**src/rtl/enemy_pkg.sv**
```systemverilog
// enemy_pkg: shared state encoding, enemy type table and screen constants
// for the enemy controller and its helpers.
package enemy_pkg;

    typedef enum logic [1:0] {
        ST_IDLE       = 2'd0,
        ST_SPAWN_WAIT = 2'd1,
        ST_ACTIVE     = 2'd2,
        ST_DYING      = 2'd3
    } state_t;

    localparam logic [1:0] TYPE_SQUARE = 2'd0;
    localparam logic [1:0] TYPE_CROSS  = 2'd1;
    localparam logic [1:0] TYPE_ROUND  = 2'd2;

    localparam logic [9:0] X_SPAWN_BASE = 10'd40;
    localparam logic [9:0] X_RESET      = 10'd320;
    localparam logic [9:0] Y_SPAWN      = 10'd8;
    localparam logic [9:0] X_ZIG_MIN    = 10'd16;
    localparam logic [9:0] X_ZIG_MAX    = 10'd623;
    localparam logic [9:0] X_ZIG_STEP   = 10'd2;

    // Starting health for each enemy type.
    function automatic logic [3:0] type_health(input logic [1:0] t);
        case (t)
            TYPE_SQUARE: type_health = 4'd1;
            TYPE_CROSS:  type_health = 4'd2;
            default:     type_health = 4'd4;
        endcase
    endfunction

    // Rows moved per frame for each enemy type.
    function automatic logic [9:0] type_speed(input logic [1:0] t);
        case (t)
            TYPE_SQUARE: type_speed = 10'd3;
            TYPE_CROSS:  type_speed = 10'd2;
            default:     type_speed = 10'd1;
        endcase
    endfunction

endpackage

```
**src/rtl/enemy_lfsr.sv**
```systemverilog
// enemy_lfsr: free-running 8-bit Fibonacci LFSR (taps 8,6,5,4) used to pick
// spawn column, type and zigzag direction. SEED must be non-zero.
module enemy_lfsr #(
    parameter logic [7:0] SEED = 8'hA5
) (
    input  logic       clk,
    input  logic       rst_n,
    output logic [7:0] lfsr
);

    logic feedback;

    // Feedback from taps 8,6,5,4 (bits 7,5,4,3).
    always_comb begin
        feedback = lfsr[7] ^ lfsr[5] ^ lfsr[4] ^ lfsr[3];
    end

    // Shift every cycle; the sequence never stalls so spawn timing adds entropy.
    always_ff @(posedge clk or negedge rst_n) begin
        if (!rst_n) begin
            lfsr <= SEED;
        end else begin
            lfsr <= {lfsr[6:0], feedback};
        end
    end

endmodule

```
**src/rtl/enemy_controller.sv**
```systemverilog
// enemy_controller: spawns one enemy, moves it down once per frame, absorbs
// hits, and respawns after death or escape. Outputs feed the sprite renderer
// and the score/lives logic.
// Optional feature: define ENEMY_ZIGZAG_EN to make the enemy drift left/right
// by 2 columns per frame, bouncing between columns 16 and 623.
module enemy_controller
    import enemy_pkg::*;
#(
    parameter int unsigned SPAWN_DELAY  = 60,
    parameter int unsigned DYING_FRAMES = 8,
    parameter int unsigned Y_LIMIT      = 472,
    parameter logic [7:0]  LFSR_SEED    = 8'hA5
) (
    input  logic       clk,
    input  logic       rst_n,
    input  logic       game_active,
    input  logic       frame_tick,
    input  logic       hit,
    output logic [1:0] enemy_type,
    output logic [3:0] enemy_health,
    output logic [9:0] x_mid,
    output logic [9:0] y_mid,
    output logic       alive,
    output logic       dying,
    output logic       killed,
    output logic       escaped
);

    state_t     state;
    logic [7:0] wait_cnt;
    logic [3:0] dying_cnt;
    logic [7:0] lfsr;

    logic [1:0] spawn_type;
    logic [9:0] spawn_x;
    logic [9:0] y_next;
    logic       hit_kills;

    enemy_lfsr #(.SEED(LFSR_SEED)) u_lfsr (
        .clk   (clk),
        .rst_n (rst_n),
        .lfsr  (lfsr)
    );

    // Spawn attributes and next-row arithmetic derived from current state.
    // NOTE: every always_comb output gets a value on every path, so no latch is inferred.
    always_comb begin
        spawn_type = (lfsr[1:0] == 2'd3) ? TYPE_SQUARE : lfsr[1:0];
        spawn_x    = X_SPAWN_BASE + {1'b0, lfsr[6:0], 2'b00};
        y_next     = y_mid + type_speed(enemy_type);
        hit_kills  = hit && (enemy_health == 4'd1);
    end

`ifdef ENEMY_ZIGZAG_EN
    logic       dir_right;
    logic       dir_next;
    logic [9:0] x_next;

    // Horizontal step; bounce when the next column would leave [16, 623].
    always_comb begin
        dir_next = dir_right;
        x_next   = x_mid;
        if (dir_right) begin
            if (x_mid > X_ZIG_MAX - X_ZIG_STEP) begin
                dir_next = 1'b0;
                x_next   = x_mid - X_ZIG_STEP;
            end else begin
                x_next   = x_mid + X_ZIG_STEP;
            end
        end else begin
            if (x_mid < X_ZIG_MIN + X_ZIG_STEP) begin
                dir_next = 1'b1;
                x_next   = x_mid + X_ZIG_STEP;
            end else begin
                x_next   = x_mid - X_ZIG_STEP;
            end
        end
    end
`else
    // Bit 7 only chooses the zigzag direction, which this build does not have.
    logic lfsr_unused;
    assign lfsr_unused = lfsr[7];
`endif

    // Enemy life-cycle FSM with registered outputs.
    // NOTE: sequential state uses non-blocking assignments so every register sees pre-edge values.
    always_ff @(posedge clk or negedge rst_n) begin
        if (!rst_n) begin
            state        <= ST_IDLE;
            wait_cnt     <= 8'd0;
            dying_cnt    <= 4'd0;
            enemy_type   <= TYPE_SQUARE;
            enemy_health <= 4'd0;
            x_mid        <= X_RESET;
            y_mid        <= Y_SPAWN;
            alive        <= 1'b0;
            dying        <= 1'b0;
            killed       <= 1'b0;
            escaped      <= 1'b0;
`ifdef ENEMY_ZIGZAG_EN
            dir_right    <= 1'b0;
`endif
        end else begin
            killed  <= 1'b0;
            escaped <= 1'b0;
            if (!game_active) begin
                state <= ST_IDLE;
                alive <= 1'b0;
                dying <= 1'b0;
            end else begin
                case (state)
                    ST_IDLE: begin
                        wait_cnt <= 8'(SPAWN_DELAY);
                        state    <= ST_SPAWN_WAIT;
                    end
                    ST_SPAWN_WAIT: begin
                        if (frame_tick) begin
                            wait_cnt <= wait_cnt - 8'd1;
                            if (wait_cnt == 8'd1) begin
                                enemy_type   <= spawn_type;
                                enemy_health <= type_health(spawn_type);
                                x_mid        <= spawn_x;
                                y_mid        <= Y_SPAWN;
                                alive        <= 1'b1;
                                state        <= ST_ACTIVE;
`ifdef ENEMY_ZIGZAG_EN
                                dir_right    <= lfsr[7];
`endif
                            end
                        end
                    end
                    ST_ACTIVE: begin
                        if (hit_kills) begin
                            // A killing hit pre-empts any movement this cycle.
                            enemy_health <= 4'd0;
                            killed       <= 1'b1;
                            dying_cnt    <= 4'(DYING_FRAMES);
                            alive        <= 1'b0;
                            dying        <= 1'b1;
                            state        <= ST_DYING;
                        end else begin
                            if (hit) begin
                                enemy_health <= enemy_health - 4'd1;
                            end
                            if (frame_tick) begin
                                y_mid <= y_next;
`ifdef ENEMY_ZIGZAG_EN
                                x_mid     <= x_next;
                                dir_right <= dir_next;
`endif
                                if (y_next >= 10'(Y_LIMIT)) begin
                                    escaped  <= 1'b1;
                                    alive    <= 1'b0;
                                    wait_cnt <= 8'(SPAWN_DELAY);
                                    state    <= ST_SPAWN_WAIT;
                                end
                            end
                        end
                    end
                    ST_DYING: begin
                        if (frame_tick) begin
                            dying_cnt <= dying_cnt - 4'd1;
                            if (dying_cnt == 4'd1) begin
                                dying    <= 1'b0;
                                wait_cnt <= 8'(SPAWN_DELAY);
                                state    <= ST_SPAWN_WAIT;
                            end
                        end
                    end
                    default: state <= ST_IDLE;
                endcase
            end
        end
    end

endmodule
```
**config.mk**
```make
export PLATFORM = sky130hd
export DESIGN_NAME = enemy_controller
export DESIGN_NICKNAME = d
export VERILOG_FILES = /design/src/rtl/enemy_pkg.sv /design/src/rtl/enemy_lfsr.sv /design/src/rtl/enemy_controller.sv
export SDC_FILE = /design/constraint.sdc
export NUM_CORES = 1
export LEC_CHECK = 0
export ABC_CLOCK_PERIOD_IN_PS = 3160
export CAP_MARGIN = 20
export CORE_MARGIN = 5
export CORE_UTILIZATION = 55
export CTS_CLUSTER_SIZE = 30
export DETAILED_ROUTE_END_ITERATION = 16
export PLACE_DENSITY_LB_ADDON = 0.12
export SYNTH_ARGS = -nofsm -noshare
export SYNTH_HDL_FRONTEND = slang
export SYNTH_SLANG_ARGS = --single-unit
```
**constraint.sdc**
```tcl
create_clock -name clk -period 3.16 [get_ports clk]
set_clock_uncertainty 0.05 [all_clocks]
set_input_delay 0.316 -clock clk [delete_from_list [all_inputs] [get_ports clk]]
set_output_delay 0.316 -clock clk [all_outputs]
set_load 0.02 [all_outputs]
```
==> flow_summary.ini <==
[clocking]
cts-resized-gates = 0
clkTransAtPathRegs_ns = 0.10
clkSinkCount = 50
cts_setup_buffers = 0
cts_tree = built
clock_latency_ns = 0.31
cts_root_buffer = clkbuf_8
cts_hold_buf = 1
cts_buffers = 5
clockBufferDepth = 2
cts_max_level = 2

[yosys]
synth_most_common_cell = dfrtp_1
yosys_warnings = 0
yosys_most_used_dff = dfrtp_1
syn_area_per_cell_um2 = 9.73
synth.largest_area_cell = dfrtp_1
synth_cells = 287
synthTopCellsByCount = dfrtp_1, nand2_1, o21ai_0
synth_area_mm2 = 0.00279
synth_cell_type_count = 61
synth_edf_count = 0
synth_seq_area_share_pct = 45.1
ys_top_cells_by_area = dfrtp_1, dfstp_2, ha_1, o21ai_0, nand2_1
synthArstFlopShare_pct = 100
yosysTopAreaCellShare_pct = 38.5
ys_seq_elements = 50

[timing]
clock.fmax_mhz = 370
setup_tns_ns = 0
worstMarginPinSlew_ns = 0.824
period_share_pct = 85.6
finalMaxSlewViolations = 0
finalSetupViolCount = 0
slew_headroom_pct = 45.0
final_hold_viol_count = 0
fin_crit_ns = 2.70
grt_setup_unrepaired = false

[route]
wirelength_mm = 5.70
first_iter_violations = 98
drc = 0
vias = 2244
avgViaCountPerCell = 5.75
drt-pass1-iter-count = 4
avgRoutedWirePerCell_um = 14.6
antenna_left = 0

[power]
leakagePower_uw = 0.00138
p_per_area_mw_per_mm2 = 624
irDropWorstVdd_mv = 0.375
p_int_uw = 1220
p_seq_share_pct = 44.3
swShare_pct = 39.7
power_switching_uw = 806
p_clk_share_pct = 19.0
pwr-share-comb_pct = 36.7

[global_route]
grt_max_degree = 27
antenna_found_initial = 0
grt_pass1_vias = 2108
use_met2_pct = 30.0
busiest_layer = met2
overflow = 0
grt_pass1_wl_mm = 9.69
track_usage_pct = 18.8
use_met1_pct = 25.7
met3_usage_pct = 3.10

[placement]
port_buffers = 32
dp_hpwl_mm = 4.13
place_inst = 381
place.gp.congestion = 0.799

[worst_setup_path]
worstReg2RegEnd = wait_cnt[4]$_DFFE_PN0P_
path_common_cell = nor2_1
crit_fanout = 6
crit_path_start = enemy_type[1]$_DFFE_PN0P_
crit_chain = inv_1, nand2_1, ha_1, fa_1, nand3_1, nor2_1, o311a_1, a211oi_2, nor2_1, a211oi_1
cpPeakStageDelay_ns = 0.44
r2r_cells = 10
reg2reg_slack_ns = 0.46
crit_slowest_cell = a211oi_2
critical_path_required_ns = 3.32
arrival_ns = 2.87
setup.worst_path.class = reg2reg
end_kind = flop
cp-start-kind = flop
r2r_start = enemy_type[1]$_DFFE_PN0P_

[hold_path]
hp-start = u_lfsr.lfsr[0]$_DFF_PN1_
hp-class = reg2reg
hold_path_depth = 0
worstHoldEndpoint = u_lfsr.lfsr[1]$_DFF_PN0_

[run_status]
status = completed

[cells_and_area]
fin_util_pct = 65.0
final_cells = 390
antennaDiodeCount = 0
syn2layout_area_growth_pct = 16.6
drive_above_1_share_pct = 9.69
final_net_count = 339

[die]
rows = 26
top_level_ports = 35
core_mm2 = 0.00501
initial_utilization_pct = 55.7
die_area_mm2 = 0.00660
die_w_um = 81.2
die_h_um = 81.2

[run]
drv_cap = 0
[layout by cell type, fill, tap and decap left out, drive strengths merged, types with 5 or more instances in the layout]
cell type and count:
inv 21, nor2 17, or3 5, nand3 9, a21oi 13, nand2 31
xor2 5, a22o 5, clkbuf 5, o31ai 8, dfstp 7, o21ai 29
dfrtp 43, nor3 5, clkdlybuf4s50 31, ha 14
[critical path, delay by kind of cell (launching register included)]
kind	cells	cell delay, ns
flip-flops	1	0.40
adder cells (fa/ha/maj)	2	0.65
buffers and inverters	1	0.12
AND/OR/NAND/NOR	4	0.40
AO/OA/AOI/OAI	3	0.99
[kinds of logic after synthesis]
logic type | count (synthesis) | synth area share (%)
buffers and inverters | 31 | 4.89
muxes | 5 | 1.97
DFF | 50 | 45.1
adders and majority gates | 15 | 6.99
xor gates and xnor gates | 8 | 2.51
and+or+nand+nor | 92 | 16.7
AOI/OAI and AO/OA | 85 | 21.6
other | 1 | 0.134
[worst max path at each step]
stage | end | cells after the start
after global placement | wait_cnt[2]$_DFFE_PN0P_ | 10
after floorplan | wait_cnt[2]$_DFFE_PN0P_ | 10
final | wait_cnt[4]$_DFFE_PN0P_ | 10
after detailed placement | wait_cnt[5]$_DFFE_PN0P_ | 10
after CTS | wait_cnt[4]$_DFFE_PN0P_ | 10
after global routing | wait_cnt[2]$_DFFE_PN0P_ | 9
[state kept, by name, indices dropped and copies added, names as in the netlist]
name and count:
killed 1, alive 1, enemy_type 2, x_mid 8, u_lfsr.lfsr 8, dying_cnt 4, enemy_health 4, escaped 1
dying 1, state 2, y_mid 10, wait_cnt 8
[area by class of cell]
cell class / instances / area, um^2
clock inverters: 3 / 23.8
well taps: 70 / 87.6
clock buffers: 5 / 68.8
inverters: 20 / 75.1
multi-input cells: 207 / 1400
repair buffers: 35 / 340
flip-flops and latches: 50 / 1260
fillers: 444 / 1760
[metrics by stage]
stage | worst slack (ns) | cell area (um^2) | power, uW | hold slack [ns]
final | 0.456 | 3250 | 2030 | 0.367
after global routing | 0.155 | 3250 | 2180 | 0.373
after CTS | 0.419 | 3250 | 2050 | 0.369
after detailed placement | 0.444 | 3150 | 1650 | 0.289
after global placement | 0.548 | 3150 | 1630 | 0.287
after floorplan | 0.644 | 2800 | 1420 | -0.0296
[power by group through the flow]
stage          logic (uW)  clock network [uW]  registers, uW
5_1_grt               838                 425            916
3_5_place_dp          744                   0            907
2_1_floorplan         496                   0            920
4_1_cts               749                 403            895
3_3_place_gp          728                   0            904
6_report              745                 387            899
[metal layers]
metal  routed length (um)  vias up  part of all wire [%]
li1                     -     1105                     -
met1                 2750     1082                    48
met2                 2610       53                    46
met3                  259        4                   4.5
met4                   68        0                   1.2
met5                    0        -                     0
Power figures use the tool's default switching activity.
